$ cat config.mk
export PLATFORM = sky130hd
export DESIGN_NAME = key_event_queue_flat
export DESIGN_NICKNAME = d
export VERILOG_FILES = /design/src/rtl/key_event_pkg.sv /design/src/rtl/key_event_queue_if.sv /design/src/rtl/key_event_queue_fifo_core.sv /design/src/rtl/key_event_queue.sv /design/src/flat_wrapper.sv
export SDC_FILE = /design/constraint.sdc
export NUM_CORES = 1
export LEC_CHECK = 0
export ABC_CLOCK_PERIOD_IN_PS = 10900
export CAP_MARGIN = 20
export CORE_ASPECT_RATIO = 0.5
export CORE_MARGIN = 5
export CORE_UTILIZATION = 25
export DETAILED_ROUTE_END_ITERATION = 7
export GPL_ROUTABILITY_DRIVEN = 1
export SLEW_MARGIN = 10
export SYNTH_ARGS = -nofsm -noshare
export SYNTH_HDL_FRONTEND = slang
export SYNTH_HIERARCHICAL = 1
export SYNTH_SLANG_ARGS = --single-unit
$ cat constraint.sdc
create_clock -name CLOCK_50 -period 10.9 [get_ports CLOCK_50]
set_input_delay 2.725 -clock CLOCK_50 [delete_from_list [all_inputs] [get_ports CLOCK_50]]
set_output_delay 2.725 -clock CLOCK_50 [all_outputs]
set_load 0.05 [all_outputs]
$ cat src/rtl/key_event_pkg.sv
// +-------------------------------------------------------------------+
// | key_event_pkg : shared key-event types and Tetris keycodes        |
// | Rev 1.0                                                           |
// +-------------------------------------------------------------------+
`default_nettype none

package key_event_pkg;

    typedef struct packed {
        logic       makeBreak;
        logic [7:0] code;
    } key_event_t;

    localparam logic MAKE  = 1'b1;
    localparam logic BREAK = 1'b0;

    // PS/2 scan-code set 2 codes of the game controls
    localparam logic [7:0] KEY_LEFT  = 8'h6B;
    localparam logic [7:0] KEY_RIGHT = 8'h74;
    localparam logic [7:0] KEY_UP    = 8'h75;
    localparam logic [7:0] KEY_DOWN  = 8'h72;
    localparam logic [7:0] KEY_SPACE = 8'h29;

    function automatic logic [7:0] sat_inc8(input logic [7:0] v);
        return (v == 8'hFF) ? v : v + 8'd1;
    endfunction

endpackage

`default_nettype wire

$ cat src/rtl/key_event_queue_if.sv
// +-------------------------------------------------------------------+
// | key_event_queue_if : event-in / event-out bundle of the key queue |
// | Rev 1.0                                                           |
// +-------------------------------------------------------------------+
`default_nettype none

interface key_event_queue_if #(
    parameter int CODE_W = 8,
    parameter int DEPTH  = 16
);
    localparam int CNT_W = $clog2(DEPTH + 1);

    logic                 in_valid;
    logic                 in_makeBreak;
    logic [CODE_W-1:0]    in_code;
    logic                 rd_ready;
    logic                 clear_overflow;
    logic                 out_valid;
    logic                 out_makeBreak;
    logic [CODE_W-1:0]    out_code;
    logic [CNT_W-1:0]     count;
    logic [2**CODE_W-1:0] held;
    logic                 overflow;
    logic [7:0]           drop_cnt;

    modport master (
        output in_valid, in_makeBreak, in_code, rd_ready, clear_overflow,
        input  out_valid, out_makeBreak, out_code, count, held, overflow, drop_cnt
    );

    modport slave (
        input  in_valid, in_makeBreak, in_code, rd_ready, clear_overflow,
        output out_valid, out_makeBreak, out_code, count, held, overflow, drop_cnt
    );
endinterface

`default_nettype wire

$ cat src/rtl/key_event_queue_fifo_core.sv
// +-------------------------------------------------------------------+
// | key_event_fifo_core : single-clock FWFT FIFO with overwrite mode  |
// | Rev 1.0                                                           |
// +-------------------------------------------------------------------+
`default_nettype none

module key_event_fifo_core #(
    parameter int WIDTH = 9,
    parameter int DEPTH = 16
) (
    input  wire logic                         clk,
    input  wire logic                         rst,
    input  wire logic                         push_i,
    input  wire logic                         pop_i,
    input  wire logic                         overwrite_i,
    input  wire logic [WIDTH-1:0]             din_i,
    output logic      [WIDTH-1:0]             dout_o,
    output logic      [$clog2(DEPTH+1)-1:0]   count_o,
    output logic                              full_o,
    output logic                              empty_o
);
    localparam int PTR_W = $clog2(DEPTH);
    localparam int CNT_W = $clog2(DEPTH + 1);

    logic [WIDTH-1:0] mem_q [DEPTH];
    logic [PTR_W-1:0] rd_ptr_q, wr_ptr_q;
    logic [CNT_W-1:0] count_q, count_d;
    logic             w_write, w_adv_rd;

    assign full_o  = (count_q == CNT_W'(DEPTH));
    assign empty_o = (count_q == '0);

    // Overwrite at full retires the oldest entry, so the read side advances too
    assign w_write  = push_i && (!full_o || pop_i || overwrite_i);
    assign w_adv_rd = (pop_i && !empty_o) || (push_i && full_o && !pop_i && overwrite_i);

    always_comb begin
        count_d = count_q;
        case ({w_write, w_adv_rd})
            2'b10:   count_d = count_q + CNT_W'(1);
            2'b01:   count_d = count_q - CNT_W'(1);
            default: count_d = count_q;
        endcase
    end

    always_ff @(posedge clk or posedge rst) begin
        if (rst) begin
            rd_ptr_q <= '0;
            wr_ptr_q <= '0;
            count_q  <= '0;
        end else begin
            if (w_write)  wr_ptr_q <= wr_ptr_q + PTR_W'(1);
            if (w_adv_rd) rd_ptr_q <= rd_ptr_q + PTR_W'(1);
            count_q <= count_d;
        end
    end

    always_ff @(posedge clk) begin
        if (w_write) mem_q[wr_ptr_q] <= din_i;
    end

    assign dout_o  = empty_o ? '0 : mem_q[rd_ptr_q];
    assign count_o = count_q;

endmodule

`default_nettype wire

$ cat src/rtl/key_event_queue.sv
// +-------------------------------------------------------------------+
// | key_event_queue : filtered PS/2 key-event queue with drop stats   |
// | Rev 1.0                                                           |
// +-------------------------------------------------------------------+
`default_nettype none

module key_event_queue
    import key_event_pkg::*;
#(
    parameter int CODE_W      = 8,
    parameter int DEPTH       = 16,
    parameter int DROP_REPEAT = 1,
    parameter int OVERWRITE   = 0
) (
    input  wire logic        CLOCK_50,
    input  wire logic        reset,
    key_event_queue_if.slave bus
);
    localparam int CNT_W = $clog2(DEPTH + 1);
    localparam int EW    = CODE_W + 1;

    logic [2**CODE_W-1:0] held_q, held_d;
    logic                 overflow_q, overflow_d;
    logic [7:0]           drop_cnt_q, drop_cnt_d;
    logic                 w_accept, w_pop, w_drop, w_full, w_empty;
    logic [EW-1:0]        w_head;
    logic [CNT_W-1:0]     w_count;

    assign w_pop    = !w_empty && bus.rd_ready;
    assign w_accept = bus.in_valid &&
                      !((DROP_REPEAT != 0) && bus.in_makeBreak && held_q[bus.in_code]);
    // A full-queue push is lost (or overwrites) only when no pop frees a slot
    assign w_drop   = w_accept && w_full && !w_pop;

    key_event_fifo_core #(
        .WIDTH (EW),
        .DEPTH (DEPTH)
    ) u_fifo (
        .clk         (CLOCK_50),
        .rst         (reset),
        .push_i      (w_accept),
        .pop_i       (w_pop),
        .overwrite_i (OVERWRITE != 0),
        .din_i       ({bus.in_makeBreak, bus.in_code}),
        .dout_o      (w_head),
        .count_o     (w_count),
        .full_o      (w_full),
        .empty_o     (w_empty)
    );

    always_comb begin
        held_d     = held_q;
        overflow_d = overflow_q;
        drop_cnt_d = drop_cnt_q;
        if (bus.in_valid) held_d[bus.in_code] = bus.in_makeBreak;
        if (bus.clear_overflow) begin
            overflow_d = 1'b0;
            drop_cnt_d = 8'd0;
        end
        if (w_drop) begin
            overflow_d = 1'b1;
            drop_cnt_d = sat_inc8(drop_cnt_d);
        end
    end

    always_ff @(posedge CLOCK_50 or posedge reset) begin
        if (reset) begin
            held_q     <= '0;
            overflow_q <= 1'b0;
            drop_cnt_q <= 8'd0;
        end else begin
            held_q     <= held_d;
            overflow_q <= overflow_d;
            drop_cnt_q <= drop_cnt_d;
        end
    end

    assign bus.out_valid                    = !w_empty;
    assign {bus.out_makeBreak, bus.out_code} = w_head;
    assign bus.count                        = w_count;
    assign bus.held                         = held_q;
    assign bus.overflow                     = overflow_q;
    assign bus.drop_cnt                     = drop_cnt_q;

endmodule

`default_nettype wire

$ cat src/flat_wrapper.sv
// flat-port wrapper written by rule: the top's interface ports become plain ports
module key_event_queue_flat import key_event_pkg::*;
#(
    parameter int CODE_W      = 8,
    parameter int DEPTH       = 16,
    parameter int DROP_REPEAT = 1,
    parameter int OVERWRITE   = 0
)
  (CLOCK_50, reset, bus_in_valid, bus_in_makeBreak, bus_in_code, bus_rd_ready, bus_clear_overflow, bus_out_valid, bus_out_makeBreak, bus_out_code, bus_count, bus_held, bus_overflow, bus_drop_cnt);
  key_event_queue_if #(.CODE_W(CODE_W), .DEPTH(DEPTH)) bus_i ();
  input  wire logic CLOCK_50;
  input  wire logic reset;
  input wire logic [$bits(bus_i.in_valid)-1:0] bus_in_valid;
  input wire logic [$bits(bus_i.in_makeBreak)-1:0] bus_in_makeBreak;
  input wire logic [$bits(bus_i.in_code)-1:0] bus_in_code;
  input wire logic [$bits(bus_i.rd_ready)-1:0] bus_rd_ready;
  input wire logic [$bits(bus_i.clear_overflow)-1:0] bus_clear_overflow;
  output wire logic [$bits(bus_i.out_valid)-1:0] bus_out_valid;
  output wire logic [$bits(bus_i.out_makeBreak)-1:0] bus_out_makeBreak;
  output wire logic [$bits(bus_i.out_code)-1:0] bus_out_code;
  output wire logic [$bits(bus_i.count)-1:0] bus_count;
  output wire logic [$bits(bus_i.held)-1:0] bus_held;
  output wire logic [$bits(bus_i.overflow)-1:0] bus_overflow;
  output wire logic [$bits(bus_i.drop_cnt)-1:0] bus_drop_cnt;
  assign bus_i.in_valid = bus_in_valid;
  assign bus_i.in_makeBreak = bus_in_makeBreak;
  assign bus_i.in_code = bus_in_code;
  assign bus_i.rd_ready = bus_rd_ready;
  assign bus_i.clear_overflow = bus_clear_overflow;
  assign bus_out_valid = bus_i.out_valid;
  assign bus_out_makeBreak = bus_i.out_makeBreak;
  assign bus_out_code = bus_i.out_code;
  assign bus_count = bus_i.count;
  assign bus_held = bus_i.held;
  assign bus_overflow = bus_i.overflow;
  assign bus_drop_cnt = bus_i.drop_cnt;
  key_event_queue #(.CODE_W(CODE_W), .DEPTH(DEPTH), .DROP_REPEAT(DROP_REPEAT), .OVERWRITE(OVERWRITE)) u_core (.CLOCK_50(CLOCK_50), .reset(reset), .bus(bus_i));
endmodule
==> impl_metrics.tcl, run 1 <==
set metrics [dict create \
    die_h_um 210.4 \
    vias_per_cell 4.749 \
    finalCritPeriodShare_pct 69.90 \
    fp-row-count 73 \
    yosysMostFrequentCell "dfrtp_1" \
    die_width_um 410.8 \
    hpwl_mm 45.92 \
    final_max_slew_viol_count 0 \
    antenna_found_initial 2 \
    postLayoutCellArea_sq_mm 0.02543 \
    synth.top_cell.area_share_pct 34.64 \
    cts_root_buffer "clkbuf_16" \
    firstDrtPassIters 5 \
    remaining_drc_errors 0 \
    min_period_ns 7.619 \
    worstSetupStartpointType "input pin" \
    cp_data_required_time_ns 11.34 \
    rsz0062_at_grt "no" \
    wl_mm 66.62 \
    h-tree-depth 2 \
    crit_family "compound AO/OA/AOI/OAI gates" \
    final_util_pct 31.96 \
    synth_flop_cell "dfrtp_1" \
    detail_route.wl_per_cell_um 23.47 \
    hp-class "register to register" \
    setup_viol 0 \
    start_util_pct 25.24 \
    vias 13480 \
    cts-buffers-inserted 43 \
    globalplace.congestion 0.8485 \
    clk_pin_slew_ns 0.06 \
    ys_ff_latch 422 \
    antenna_left 0 \
    cts_resized 0 \
    dp_cells 2761 \
    antenna_cells 0 \
    nets 1744 \
    regArea_sq_mm 0.01128 \
    critical_path.reg2reg.startpoint "u_core/bus.held[27]" \
    cts_setup_buffers 0 \
    port_buffers 293 \
    rr_endpoint "u_core/u_fifo/count_o[4]" \
    grt_pass1_vias 13620 \
    async_flop_share_pct 65.88 \
    ys_types 64 \
    max-vdd-ir-drop_v 0.0001225 \
    critPathBufInv 3 \
    multi_input_area_sq_mm 0.008278 \
    cts_tree "yes" \
    cts_hold_buf 0 \
    cp.depth 16 \
    fillCellCount 7857 \
    syn_area_per_cell_sq_um 13.67 \
    coreArea_sq_mm 0.07956 \
    setup.reg_to_reg.worst_slack_ns 6.10 \
    crit_start "bus_in_code[1]" \
    fin_skew_ns 0.03555 \
    worstMarginPinSlew_ns 1.153 \
    synth_sequential_area_ratio_pct 56.17 \
    cp-end-kind "register" \
    drive_gt1_share_pct 25.19 \
    holdWs_ns 0.5004 \
    clk_path_buf_depth 3 \
    yosysTopAreaCell "dfrtp_1" \
    grt.total_usage_pct 14.86 \
    crit_type "input pin to register" \
    syn_inst 1469 \
    place_area_sq_mm 0.02402 \
    drtIter0Drc 1122 \
    yosysWarnings 6 \
    path_max_fanout 41 \
    ios 294 \
    setup_tns_ns 0 \
    slowest_delay_ns 0.65 \
    relSlewSlack_pct 22.94 \
    grt_pass1_wl_mm 96.86 \
    p_leak_uw 0.01007 \
    cts_sinks 422 \
    syn-cell-area_sq_mm 0.02008 \
    status "complete, no violations" \
    crit_slowest_cell "buf_4" \
    powerDensity_mw_per_mm2 182.8 \
    maxCapViolCount 0 \
    fmax_ghz 0.1312 \
    r2r.worst_path.cells 14 \
    grt_max_degree 101 \
    arrival_ns 8.06 \
    dieArea_sq_mm 0.08644 \
    synth_edf_count 144 \
    overflow 0 \
    fin_cells 2838 \
    clk_latency_ns 0.58 \
    netlist_top_cells_count "dfrtp_1 (278), mux2_2 (262), nor2_1 (213), edfxtp_1 (144), nand2_1 (114)" \
    hold_viol 0 \
    synth_top_cells_by_area "dfrtp_1 (35%), edfxtp_1 (22%), mux2_2 (15%)" \
    cp_cell_sequence "buf_4 > buf_4 > mux4_1 > and2_1 > a211oi_1 > a211oi_1 > a2111oi_2 > a311o_1 > o31a_4 > inv_2 > ha_1 > fa_1 > a21o_1 > a2111oi_0 > a31o_2 > o311ai_0" \
    area_growth_pct 26.61 \
    crit_path_end "u_core/u_fifo/count_o[4]" \
]
final cells by class:
class                      count  share of cell area (%)
multi-input combinational    930                   32.56
inverter                      11                  0.1919
clock buffer                  60                   4.645
clock inverter                17                  0.8710
timing repair buffer         311                   12.01
sequential                   422                   44.38
tap                         1087                   5.349
state kept, by name (all words and copies together), names as in the netlist:
signal                  flops
u_core/u_fifo/rd_ptr_q      4
u_core/bus.overflow         1
u_core/u_fifo/count_o       5
u_core/u_fifo/wr_ptr_q      4
u_core/bus.drop_cnt         8
u_core/u_fifo/mem_q       144
u_core/bus.held           256
routing by layer:
metal	part of all wire, %	wire length (um)	vias up	global-route usage, %
li1	-	-	5870	-
met1	37	24610	7072	17.09
met2	54	35820	401	27.60
met3	4.5	2983	136	1.864
met4	4.8	3208	0	6.953
met5	0	0	-	0
where the power goes:
group	total [uW]	switching [uW]	internal, uW
Combinational	1230	760	473
Clock	1510	631	876
Sequential	1910	139	1770
Total	4650	1530	3120
metrics by stage:
stage | power [uW] | setup WS [ns]
5_1_grt | 4835 | 3.107
3_3_place_gp | 3179 | 2.911
6_report | 4649 | 3.281
2_1_floorplan | 2760 | 0.8781
3_5_place_dp | 3192 | 2.778
4_1_cts | 4702 | 3.392
worst min-delay path by stage:
stage	start	to	slack, ns	cells past startpoint
6_report	u_core/bus.overflow	u_core/bus.overflow	0.50	1
4_1_cts	u_core/bus.overflow	u_core/bus.overflow	0.51	1
2_1_floorplan	u_core/u_fifo/wr_ptr_q[2]	u_core/u_fifo/wr_ptr_q[2]	0.52	1
3_5_place_dp	u_core/bus.overflow	u_core/bus.overflow	0.50	1
5_1_grt	u_core/bus.overflow	u_core/bus.overflow	0.55	1
3_3_place_gp	u_core/bus.overflow	u_core/bus.overflow	0.50	1
logic make-up (layout without fill, tap and decap cells):
family,count (synthesis),count (layout),synth area share [%]
flops,422,422,56.17
buf+inv,118,399,2.679
xor+xnor,11,11,0.4798
compound gates,68,68,2.586
mux,399,399,27.77
fa+ha+maj,11,11,0.7227
other cells,1,2,0.01867
simple gates,439,439,9.576
cells in the final DEF (no fill, tap or decap), types with 3 or more instances in the layout:
cell and instances:
clkinv_1 5, xor2_1 3, nand4_1 5, mux4_1 17
and2_1 16, nor3b_1 5, a22oi_1 4, mux2_2 262
buf_4 20, and3_1 8, nor3_1 14, clkbuf_16 44
nand2b_1 8, clkdlybuf4s50_1 288, nor2b_1 26, ha_1 10
mux2_4 3, clkinv_2 3, edfxtp_1 144, nor2_2 4
a21oi_1 8, bufinv_16 5, nand2_1 114, nand3_1 14
o21ai_0 4, nor2_1 209, clkbuf_1 14, dfrtp_1 276
xnor2_1 8, a31oi_1 5, a211oi_1 22, inv_1 9
mux4_2 77, a21o_1 3, mux2i_1 40
(Power assumes the default switching activity.)
==> run 2, diff against run 1 <==
ABC_CLOCK_PERIOD_IN_PS = 6600   (was 10900)
clock period = 6.6 ns   (was 10.9 ns; I/O delays follow)
==> run 2 against run 1 <==
  * Non-clock buffer count is 18 higher
  * Via count shrank 0.26%
  * Routed wire length grew 0.47%
  * Combinational power grew 65%
  * Worst hold slack got worse by 0.0051 ns
  * Count of clock-buffer cells in the layout did not move
  * First-iteration DRC count is 2.9% higher
  * Critical endpoint unchanged
==> impl_metrics.tcl, run 2 (synthesis results as in run 1) <==
set metrics [dict create \
    crit_type "input pin to register" \
    place_ws_ns 0.2457 \
    die_h_um 210.4 \
    h-tree-depth 2 \
    grtUsageMet3_pct 1.625 \
    coreArea_sq_mm 0.07956 \
    clk_path_buf_depth 3 \
    hold_viol 0 \
    fin_skew_ns 0.02263 \
    largest_reg_flops 256 \
    drive_gt1_share_pct 26.27 \
    hp-class "register to register" \
    grt_util_met1_pct 17.18 \
    overflow 0 \
    holdWs_ns 0.4953 \
    ios 294 \
    remaining_drc_errors 0 \
    maxCapViolCount 0 \
    area_growth_pct 28.05 \
    final_cell_mix "clkdlybuf4s50_1 (288), dfrtp_1 (276), mux2_2 (262), nor2_1 (213), edfxtp_1 (144)" \
    hpwl_mm 47.12 \
    grt_pass1_vias 13850 \
    worstSetupStartpointType "input pin" \
    cp-end-kind "register" \
    final_max_slew_viol_count 0 \
    status "complete, no violations" \
    fmax_ghz 0.1719 \
    port_buffers 293 \
    cts_tree "yes" \
    busiest_layer "met2" \
    relSlewSlack_pct 21.83 \
    path_max_fanout 34 \
    die_width_um 410.8 \
    vias_per_cell 4.706 \
    globalplace.congestion 0.8807 \
    cts_resized 0 \
    nets 1763 \
    rsz0062_at_grt "no" \
    cts_setup_buffers 0 \
    antenna_found_initial 1 \
    min_period_ns 5.816 \
    cp_data_required_time_ns 7.02 \
    antenna_cells 0 \
    fin_cells 2857 \
    worstMarginPinSlew_ns 1.170 \
    antenna_left 0 \
    p_leak_uw 0.01023 \
    wl_mm 66.93 \
    firstDrtPassIters 5 \
    start_util_pct 25.24 \
    max-vdd-ir-drop_v 0.0001799 \
    setup_tns_ns 0 \
    dieArea_sq_mm 0.08644 \
    powerDensity_mw_per_mm2 305.0 \
    detail_route.wl_per_cell_um 23.43 \
    clk_latency_ns 0.57 \
    setup_viol 0 \
    cts_hold_buf 0 \
    cts-buffers-inserted 44 \
    dp_cells 2779 \
    cts_root_buffer "clkbuf_16" \
    fp-row-count 73 \
    grt_max_degree 138 \
    clk_pin_slew_ns 0.06 \
    setup_ws_ns 0.7839 \
    arrival_ns 6.24 \
    grt.total_usage_pct 14.99 \
    final_util_pct 32.33 \
    grt_util_met2_pct 28.03 \
    grt_pass1_wl_mm 97.72 \
    drtIter0Drc 1155 \
    vias 13440 \
    layout_commonest_cell "clkdlybuf4s50_1" \
    finalCritPeriodShare_pct 88.12 \
    cts_sinks 422 \
]
==> run 2: area by class of cell <==
cell class	count	area, sq um
inverters	11	45.04
clock inverters	18	281.5
clock buffers	60	1232
well taps	1087	1360
repair buffers	329	3247
fillers	7958	53840
flip-flops and latches	422	11280
multi-input cells	930	8268
==> run 2: path summary, 6_finish.rpt <==
check,start,endpoint,slack (ns),cells after the start
worst max-delay path,bus_in_code[1],u_core/u_fifo/count_o[4],0.78,16
worst min-delay path,u_core/bus.overflow,u_core/bus.overflow,0.50,1
worst max register to register,u_core/u_fifo/count_o[0],u_core/u_fifo/count_o[4],1.97,14
worst min register to register,u_core/bus.overflow,u_core/bus.overflow,0.50,1
max in group asynchronous,reset,u_core/bus.held[213],4.22,3
min in group asynchronous,reset,u_core/u_fifo/count_o[3],1.52,2
==> run 2: per-stage QoR <==
step / total power [uW] / cell area, sq um
after floorplan: 4558 / 20090
after global placement: 5262 / 24180
after detailed placement: 5298 / 24200
after CTS: 7931 / 25720
after global routing: 8151 / 25720
final: 7844 / 25720
==> run 2: routing by layer <==
metal  vias to the layer above  share of wire (%)
li1                       5893                  -
met1                      7067                 37
met5                         -                  0
met2                       343                 54
met4                         0                5.1
met3                       141                3.4
==> run 2: worst max-delay path, cell delays in order <==
cell,delay (ns)
buf_4,0.49
buf_4,0.29
mux4_1,0.55
mux2_2,0.29
o22ai_2,0.14
nor3_1,0.07
a2111oi_2,0.37
a311o_1,0.35
o31a_4,0.25
inv_2,0.06
ha_1,0.32
fa_1,0.44
a21o_1,0.20
a2111oi_0,0.43
a31o_2,0.16
o311ai_0,0.12
==> run 2: power by group <==
part / switching (uW) / internal (uW) / total [uW]
clock: 1060 / 1550 / 2620
sequential: 275 / 2920 / 3200
combinational: 1220 / 811 / 2030
==> run 3, diff against run 2 <==
SETUP_SLACK_MARGIN = 0.2   (was default)
==> results of run 3 <==
No change in the layout: final DEF, timing and power equal those of run 2.
